**config.mk**
```make
export PLATFORM = sky130hd
export DESIGN_NAME = mult16s_rr_scheduler
export DESIGN_NICKNAME = d
export VERILOG_FILES = /design/src/rtl/mult16s_sched_pkg.sv /design/src/rtl/mult16s_normal_ripple.sv /design/src/rtl/rr_arbiter.sv /design/src/rtl/mult16s_rr_scheduler.sv
export SDC_FILE = /design/constraint.sdc
export NUM_CORES = 1
export LEC_CHECK = 0
export CAP_MARGIN = 10
export CORE_AREA = 4 4 242 244
export DETAILED_ROUTE_END_ITERATION = 7
export DIE_AREA = 0 0 246 248
export PLACE_DENSITY = 0.52
export SLEW_MARGIN = 20
export SYNTH_ARGS = -nofsm -noshare
export SYNTH_HDL_FRONTEND = slang
export SYNTH_SLANG_ARGS = --single-unit
```
**constraint.sdc**
```tcl
create_clock -name clk -period 73 [get_ports clk]
set_input_delay 10.95 -clock clk [delete_from_list [all_inputs] [get_ports clk]]
set_output_delay 10.95 -clock clk [all_outputs]
set_load 0.02 [all_outputs]
```
**src/rtl/mult16s_sched_pkg.sv**
```systemverilog
// rtl/mult16s_sched_pkg.sv - shared constants, tag type and index helper for the multiplier scheduler
package mult16s_sched_pkg;

  localparam int DATA_W       = 16;
  localparam int PROD_W       = 32;
  localparam int MULT_LATENCY = 2;
  localparam int MAX_REQ      = 8;
  localparam int MAX_ID_W     = 3;

  // id is sized for the largest supported requester count; the top narrows it on output
  typedef struct packed {
    logic                valid;
    logic [MAX_ID_W-1:0] id;
  } tag_t;

  function automatic logic [MAX_ID_W-1:0] onehot_to_idx(input logic [MAX_REQ-1:0] oh);
    logic [MAX_ID_W-1:0] idx;
    idx = '0;
    for (int i = 0; i < MAX_REQ; i++) begin
      if (oh[i]) idx = idx | MAX_ID_W'(i);
    end
    return idx;
  endfunction

endpackage

```
**src/rtl/mult16s_normal_ripple.sv**
```systemverilog
// rtl/mult16s_normal_ripple.sv - combinational 16x16 signed multiplier, shift-add with ripple-carry adders
module mult16s_normal_ripple
  import mult16s_sched_pkg::*;
(
  input  logic [DATA_W-1:0] a,
  input  logic [DATA_W-1:0] b,
  output logic [PROD_W-1:0] p
);

  function automatic logic [PROD_W-1:0] ripple_add(input logic [PROD_W-1:0] x,
                                                   input logic [PROD_W-1:0] y,
                                                   input logic              cin);
    logic [PROD_W-1:0] s;
    logic              c;
    c = cin;
    for (int i = 0; i < PROD_W; i++) begin
      s[i] = x[i] ^ y[i] ^ c;
      c    = (x[i] & y[i]) | (c & (x[i] ^ y[i]));
    end
    return s;
  endfunction

  logic [PROD_W-1:0] a_ext;
  logic [PROD_W-1:0] acc;

  // multiplier MSB carries weight -2^15, so its partial product is subtracted
  always_comb begin
    a_ext = {{(PROD_W-DATA_W){a[DATA_W-1]}}, a};
    acc   = '0;
    for (int i = 0; i < DATA_W-1; i++) begin
      if (b[i]) acc = ripple_add(acc, a_ext << i, 1'b0);
    end
    if (b[DATA_W-1]) acc = ripple_add(acc, ~(a_ext << (DATA_W-1)), 1'b1);
  end

  assign p = acc;

endmodule

```
**src/rtl/rr_arbiter.sv**
```systemverilog
// rtl/rr_arbiter.sv - round-robin arbiter, one-hot grant searched from the slot after the last winner
module rr_arbiter #(
  parameter int N = 4
) (
  input  logic         clk,
  input  logic         rst,
  input  logic [N-1:0] req,
  input  logic         advance,
  output logic [N-1:0] gnt
);

  localparam int PW = (N > 1) ? $clog2(N) : 1;

  logic [PW-1:0] ptr;
  logic [PW-1:0] idx;
  logic          found;

  always_comb begin
    gnt   = '0;
    found = 1'b0;
    idx   = '0;
    for (int off = 1; off <= N; off++) begin
      idx = PW'((int'(ptr) + off) % N);
      if (!found && req[idx]) begin
        gnt[idx] = 1'b1;
        found    = 1'b1;
      end
    end
  end

  // reset to the last slot so requester 0 wins first
  always_ff @(posedge clk) begin
    if (rst) begin
      ptr <= PW'(N-1);
    end else if (advance) begin
      for (int i = 0; i < N; i++) begin
        if (gnt[i]) ptr <= PW'(i);
      end
    end
  end

endmodule

```
**src/rtl/mult16s_rr_scheduler.sv**
```systemverilog
// rtl/mult16s_rr_scheduler.sv - shares one signed multiplier among requesters with a 2-cycle tagged pipeline
module mult16s_rr_scheduler
  import mult16s_sched_pkg::*;
#(
  parameter int NUM_REQ = 4,
  parameter int ID_W    = 2
) (
  input  logic                      clk,
  input  logic                      rst,
  input  logic                      hold,
  input  logic [NUM_REQ-1:0]        req_valid,
  output logic [NUM_REQ-1:0]        req_ready,
  input  logic [DATA_W*NUM_REQ-1:0] req_multiplicand,
  input  logic [DATA_W*NUM_REQ-1:0] req_multiplier,
  output logic                      resp_valid,
  output logic [ID_W-1:0]           resp_id,
  output logic [PROD_W-1:0]         resp_product,
  output logic [1:0]                inflight
);

  logic [NUM_REQ-1:0] arb_req;
  logic [NUM_REQ-1:0] gnt;
  logic [MAX_REQ-1:0] gnt_ext;
  logic               grant;
  logic [DATA_W-1:0]  sel_a, sel_b;
  logic [DATA_W-1:0]  op_a, op_b;
  logic [PROD_W-1:0]  mult_out;
  logic [PROD_W-1:0]  prod_q;
  tag_t               tag_q [MULT_LATENCY];

  // grants are suppressed during hold and in the reset cycle
  assign arb_req   = req_valid & {NUM_REQ{~hold & ~rst}};
  assign req_ready = gnt;
  assign grant     = |gnt;

  rr_arbiter #(.N(NUM_REQ)) u_arb (
    .clk     (clk),
    .rst     (rst),
    .req     (arb_req),
    .advance (grant),
    .gnt     (gnt)
  );

  always_comb begin
    gnt_ext              = '0;
    gnt_ext[NUM_REQ-1:0] = gnt;
    sel_a                = '0;
    sel_b                = '0;
    for (int i = 0; i < NUM_REQ; i++) begin
      if (gnt[i]) begin
        sel_a = sel_a | req_multiplicand[DATA_W*i +: DATA_W];
        sel_b = sel_b | req_multiplier[DATA_W*i +: DATA_W];
      end
    end
  end

  always_ff @(posedge clk) begin
    if (rst) begin
      op_a     <= '0;
      op_b     <= '0;
      tag_q[0] <= '0;
    end else begin
      tag_q[0].valid <= grant;
      tag_q[0].id    <= onehot_to_idx(gnt_ext);
      if (grant) begin
        op_a <= sel_a;
        op_b <= sel_b;
      end
    end
  end

  mult16s_normal_ripple u_mult (
    .a (op_a),
    .b (op_b),
    .p (mult_out)
  );

  // id and product only advance with a valid tag so they hold between responses
  always_ff @(posedge clk) begin
    if (rst) begin
      prod_q   <= '0;
      tag_q[1] <= '0;
    end else begin
      tag_q[1].valid <= tag_q[0].valid;
      if (tag_q[0].valid) begin
        tag_q[1].id <= tag_q[0].id;
        prod_q      <= mult_out;
      end
    end
  end

  assign resp_valid   = tag_q[1].valid;
  assign resp_id      = ID_W'(tag_q[1].id);
  assign resp_product = prod_q;
  assign inflight     = 2'(tag_q[0].valid) + 2'(tag_q[1].valid);

endmodule

```
## Word-level counts from Yosys, hierarchy flattened

Memories as Yosys holds them, arrays and structs flattened.
Index checks and enable logic that the tools add are counted.
Widths: inputs -> output; s select.

| word-level totals | value |
|---|---|
| input port bits | 135 |
| bits in writable memories | 8 |
| memories kept | 1 |
| register bits | 66 |

Memory list:

| memory | depth | bits a word | rd ports | clocked after Yosys merged registers in | wr ports | line | RTL |
|---|---|---|---|---|---|---|---|
| tag_q | 2 | 4 | 2 | 0 | 2 | mult16s_rr_scheduler.sv:29 | `tag_t tag_q [MULT_LATENCY];` |

| operators by class | value |
|---|---|
| magnitude comparators | 8 |
| $add $sub $neg | 5 |
| bitwise logic cells | 1805 |
| reduce and logical (&&, ||, !) cells | 13 |
| mux-type cells | 65 |

Operators by type and width:

| cell | number |
|---|---|
| $xor 1x1->1 | 735 |
| $and 1x1->1 | 706 |
| $mux 32 | 16 |
| $or 1x1->1 | 350 |
| $mux 16 | 8 |
| $or 16x16->16 | 6 |
| $not 32->32 | 1 |
| $mux 1 | 20 |
| $mux 4 | 4 |
| $lt 2x3->1 const B | 4 |
| $mux 2 | 6 |
| $or 4x4->4 | 3 |
| $mux 3 | 3 |
| $bmux 1 s2 | 4 |
| $demux 1 s2 | 4 |
| $ge 2x1->1 const B | 4 |
| $logic_and 1x1->1 | 7 |
| $add 2x1->2 const B | 2 |
| $add 2x2->2 const B | 2 |
| $and 4x4->4 | 1 |
| $reduce_bool 4->1 | 1 |
| $reduce_or 4->1 | 1 |
| $logic_not 1->1 | 3 |
| $not 1->1 | 3 |
| 2 further kinds | 2 |

## Longest topological paths before layout

| depth | value |
|---|---|
| depth after elaboration | 737 |
| mapped depth | 103 |

## Hierarchy

A second synthesis with hierarchy kept.

| second synthesis, totals | value |
|---|---|
| cells, all modules | 1884 |
| area total of the unflattened synthesis | 17474.3 sq um |

Modules (own cells, without submodules):

| module | cells an instance | instances | sequential area each (sq um) | area each (sq um) |
|---|---|---|---|---|
| mult16s_normal_ripple | 1503 | 1 | 0.0 | 13726.9 |
| mult16s_rr_scheduler | 313 | 1 | 1421.4 | 3185.6 |
| rr_arbiter | 68 | 1 | 40.0 | 561.8 |

## Least setup slack after synthesis

OpenSTA, ideal clock, no wires.

| timing path | value |
|---|---|
| path kind | register -> register |
| start point | register op_a[15] |
| end point | register prod_q[31], in the netlist resp_product[31] |
| path slack | 46711 ps |
| arrival | 26164 ps |
| path buffers | 0 |
| cell stages (with the launch flop) | 67 |
| clock period less this slack | 26289 ps |
| setup time | 125 ps |
| cells stage by stage | dfxtp_1 -> clkinv_1 -> nor2_1 -> ha_1 -> nand2_1 -> nand2_1 -> fa_1 -> fa_1 -> fa_1 -> fa_1 -> fa_1 -> nor2b_1 -> a21oi_1 -> fa_1 -> nand2_1 -> a21bo_2 -> fa_1 -> fa_1 -> [31 not listed] -> fa_1 -> mux2_2 -> fa_1 -> nand2_1 -> o21ai_0 -> o21a_1 -> fa_1 -> mux2_2 -> fa_1 -> mux2_2 -> fa_1 -> xor2_1 -> o22ai_1 -> a31oi_1 -> xor2_1 -> xnor2_1 -> xnor2_1 -> o21ai_0 |

| on the way | value |
|---|---|
| word-level cells in the longest chain between the ends | 78 |

Ends and longest elaborated chain:

| what | line | RTL |
|---|---|---|
| start, declared | mult16s_rr_scheduler.sv:26 | `logic [DATA_W-1:0] op_a, op_b;` |
| start signal, assigned | mult16s_rr_scheduler.sv:66 | `op_a <= sel_a;` |
| $mux 32 | mult16s_normal_ripple.sv:31 | `if (b[i]) acc = ripple_add(acc, a_ext << i, 1'b0);` |
| $xor 1x1->1 | mult16s_normal_ripple.sv:17, mult16s_normal_ripple.sv:18 |  |
| $and 1x1->1 / $xor 1x1->1 (equally long branches) | mult16s_normal_ripple.sv:18, mult16s_normal_ripple.sv:17 |  |
| $or 1x1->1 / $mux 32 (equally long branches) | mult16s_normal_ripple.sv:18, mult16s_normal_ripple.sv:31 |  |
| $and 1x1->1 (tied with other cells) | mult16s_normal_ripple.sv:18 | `c = (x[i] & y[i]) \| (c & (x[i] ^ y[i]));` |
| $or 1x1->1 (tied with other cells) | mult16s_normal_ripple.sv:18 |  |
| $and 1x1->1 (tied with other cells) | mult16s_normal_ripple.sv:18 |  |
| $or 1x1->1 (tied with other cells) | mult16s_normal_ripple.sv:18 |  |
| [62 not listed] | n/a |  |
| $xor 1x1->1 (tied with other cells) | mult16s_normal_ripple.sv:17 | `s[i] = x[i] ^ y[i] ^ c;` |
| $mux 32 (tied with other cells) | mult16s_normal_ripple.sv:31 |  |
| $xor 1x1->1 (tied with other cells) | n/a |  |
| $xor 1x1->1 (tied with other cells) | mult16s_normal_ripple.sv:17 |  |
| $mux 32 / $and 1x1->1 (equally long branches) | mult16s_normal_ripple.sv:31, mult16s_normal_ripple.sv:18 |  |
| $xor 1x1->1 / $or 1x1->1 (equally long branches) | n/a |  |
| $xor 1x1->1 | mult16s_normal_ripple.sv:17 |  |
| $mux 32 (*) | mult16s_normal_ripple.sv:33 | `if (b[DATA_W-1]) acc = ripple_add(acc, ~(a_ext << (DATA_W-1)), 1'b1);` |
| end signal, assigned | mult16s_rr_scheduler.sv:87 | `prod_q <= mult_out;` |
| end, declared | mult16s_rr_scheduler.sv:28 | `logic [PROD_W-1:0] prod_q;` |

Mark *: on every way between the ends. The rest lies on a longest branch, timed or not.
A chain may end at the register's enable or synchronous reset.

## Worst setup path after layout

| timing path | value |
|---|---|
| start point | register op_a[1] |
| end point | register prod_q[31], in the netlist resp_product[31] |

| on the way | value |
|---|---|
| word-level cells in the longest chain between the ends | 104 |

Ends and longest elaborated chain:

| what | line |
|---|---|
| $mux 32 | mult16s_normal_ripple.sv:31 |
| $and 1x1->1 (2 in series) | mult16s_normal_ripple.sv:18 |
| $or 1x1->1 | mult16s_normal_ripple.sv:18 |
| $and 1x1->1 / $xor 1x1->1 (equally long branches) | mult16s_normal_ripple.sv:18, mult16s_normal_ripple.sv:17 |
| $or 1x1->1 / $mux 32 (equally long branches) | mult16s_normal_ripple.sv:18, mult16s_normal_ripple.sv:31 |
| $and 1x1->1 (tied with other cells) | mult16s_normal_ripple.sv:18 |
| $or 1x1->1 (tied with other cells) | mult16s_normal_ripple.sv:18 |
| $and 1x1->1 (tied with other cells) | mult16s_normal_ripple.sv:18 |
| [87 not listed] | n/a |
| $xor 1x1->1 (tied with other cells) | mult16s_normal_ripple.sv:17 |
| $mux 32 (tied with other cells) | mult16s_normal_ripple.sv:31 |
| $xor 1x1->1 (tied with other cells) | n/a |
| $xor 1x1->1 (tied with other cells) | mult16s_normal_ripple.sv:17 |
| $mux 32 / $and 1x1->1 (equally long branches) | mult16s_normal_ripple.sv:31, mult16s_normal_ripple.sv:18 |
| $xor 1x1->1 / $or 1x1->1 (equally long branches) | n/a |
| $xor 1x1->1 | mult16s_normal_ripple.sv:17 |
| $mux 32 (*) | mult16s_normal_ripple.sv:33 |

Marked as above.

==> qor.yml <==
outcome:
  outcome: "finished clean"
cts:
  clk_pin_slew_ps: 70
  tritoncts: "done"
  clock_latency_ps: 370
  cts_buffers: 9
  post_cts_buffers: 0
  cts_hold_buffers: 0
  numClockSinks: 72
  clock-root-buffer: "clkbuf_16"
  cts_resized: 0
  htreeDepth: 3
  clockBufferDepth: 2
finish:
  drive_above_1_share_pct: 12.55
  final_net_count: 2387
  area_delta_synth_final_pct: 16.89
  n_antenna_cell: 0
yosys:
  synth_area_leaders: "fa_1, dfxtp_1, mux2_2"
  syn-cell-area_mm2: 0.01682
  synthCells: 1796
  ys_ff_latch: 72
  yosysWarningCount: 0
  synth_top_area_cell: "fa_1"
  ys_types: 65
  synth.most_common_cell: "fa_1"
  synth_flop_cell: "dfxtp_1"
  synth.avg_cell_area_um2: 9.364
  yosysSeqAreaShare_pct: 8.689
  synthTopCellsByCount: "fa_1, nand2_1, nor2_1"
  synth.top_cell.area_share_pct: 37.49
  synth_edf_count: 2
  syn_nets: 2284
  async_reset_ff_share_pct: 0
detailed_routing:
  wl_um: 50900
  num_vias: 13660
  drt_iter0_markers: 856
  ant_nets: 0
  drtPass1Iterations: 5
  wl_per_cell_um: 19.14
  drc_errors: 0
  routed_via_density: 5.136
critical_path:
  regToRegEndpoint: "resp_product[31]"
  ff2ff_path_depth: 85
  crit_required_ps: 73240
  cp_common_cell: "fa_1"
  reg2reg_slack_ps: 46860
  crit_arrival_ps: 26380
  cp-end-kind: "flop"
  path_delay_family: "adder cells"
  path_max_fanout: 12
  r2r_start: "op_a[1]"
  crit_type: "flop to flop"
  crit_buf_inv: 9
  crit_slowest_cell: "dfxtp_1"
  worstSetupStartpointType: "flop"
  slowest_delay_ps: 830
grt:
  grt_first_pass_wirelength_um: 80580
  grt_pass1_vias: 14130
  grt_overflow: 0
  grt_antenna_before_repair: 0
  grt_util_all_layers_pct: 16.61
  grt_max_degree: 67
sta:
  maxSlewHeadroom_pct: 25.33
  worstMarginPinSlew_ps: 1092
  fin_crit_sh_pct: 35.81
  hold_viol: 0
  drv_slew: 0
  fmax_ghz: 0.03825
  rsz0062_at_grt: "false"
  setup_tns_ps: 0
  finClkSkew_ps: 12.42
  setup_violations: 0
  post-route-min-period_ps: 26140
floorplan:
  die-area_mm2: 0.06101
  rows: 87
  core_area_mm2: 0.05628
  num_io_pins: 176
  die_w_um: 246
  die_y_um: 248
  initial_core_util_pct: 29.89
worst_hold_path:
  hp-class: "flop to flop"
  whs_path_depth: 2
  min_to: "resp_product[4]"
  min-delay-start: "resp_product[4]"
flow_run:
  maxCapViolCount: 0
placed_design:
  gp_congestion: 0.8064
  numPortBuffers: 175
  hpwlAfterDp_um: 41080
## per-stage QoR
step           hold slack [ps]  setup WS [ps]  instance area, µm²  std cells  util (%)
2_1_floorplan            482.2          46710               16820       1796         -
3_3_place_gp             449.3          46970               19330       2644     34.36
3_5_place_dp             447.8          46730               19340       2644     34.36
4_1_cts                  461.3          46680               19660       2660     34.93
5_1_grt                  496.0          45330               19660       2660     34.93
6_report                 458.7          46860               19660       2660     34.93
## cells in the final DEF, fill, tap and decap left out, types with 45 or more instances in the layout
| cell | synthesis | final |
|---|---|---|
| a21oi_1 | 60 | 60 |
| a22oi_1 | 66 | 66 |
| buf_4 | 0 | 45 |
| clkdlybuf4s50_1 | 0 | 174 |
| dfxtp_1 | 70 | 62 |
| fa_1 | 315 | 315 |
| inv_1 | 108 | 108 |
| mux2_2 | 97 | 97 |
| mux2i_1 | 45 | 45 |
| nand2_1 | 173 | 173 |
| nand2b_1 | 62 | 62 |
| nor2_1 | 120 | 120 |
| nor2b_1 | 47 | 47 |
| o21a_1 | 50 | 50 |
| o21ai_0 | 98 | 98 |
## routing by layer
layer  routed length [µm]  vias to the layer above  GRT usage (%)
li1                     -                     6437              -
met1                23650                     6973          23.59
met2                24880                      195          27.46
met3                 1351                       57          1.869
met4                 1022                        0          3.537
met5                    0                        -              0
## worst max-delay path by stage
stage	cells past startpoint	end	slack, ps	start
finish	85	resp_product[31]	46860	op_a[1]
global route	85	resp_product[31]	45330	op_a[1]
CTS	85	resp_product[31]	46680	op_a[1]
detailed placement	85	resp_product[31]	46730	op_a[1]
global placement	86	resp_product[31]	46970	op_a[1]
floorplan	66	resp_product[31]	46710	op_a[15]
## sequential cells by signal, summed over array words and instances (netlist names)
register / cells
resp_product: 32
op_a: 16
u_arb.ptr: 2
tag_q: 6
op_b: 16
## kinds of logic (layout without fill, tap and decap cells)
kind of cell | after synthesis | count (layout) | share of synthesized area [%]
simple gates | 497 | 497 | 14.29
compound gates | 473 | 473 | 20.77
fa+ha+maj | 353 | 353 | 40.32
buf+inv | 241 | 349 | 5.654
mux | 144 | 144 | 9.441
flops | 72 | 72 | 8.689
xor+xnor | 16 | 16 | 0.8332
## tightest hold or removal path, delay by kind of cell, from the launching register on
kind,cells,cell delay (ps)
AND/OR/NAND/NOR,1,40
flip-flops,1,330
AO/OA/AOI/OAI,1,60
## area by class of cell
type	instances	area, µm²
clock buffers	10	250.2
clock inverters	6	72.57
inverters	113	424.2
well taps	756	945.9
multi-input cells	1483	14410
flip-flops and latches	72	1474
fillers	5718	36620
repair buffers	220	2085
Power is not shown: default switching activity piles up to over one toggle a cycle in this logic, so the estimate is an artifact.
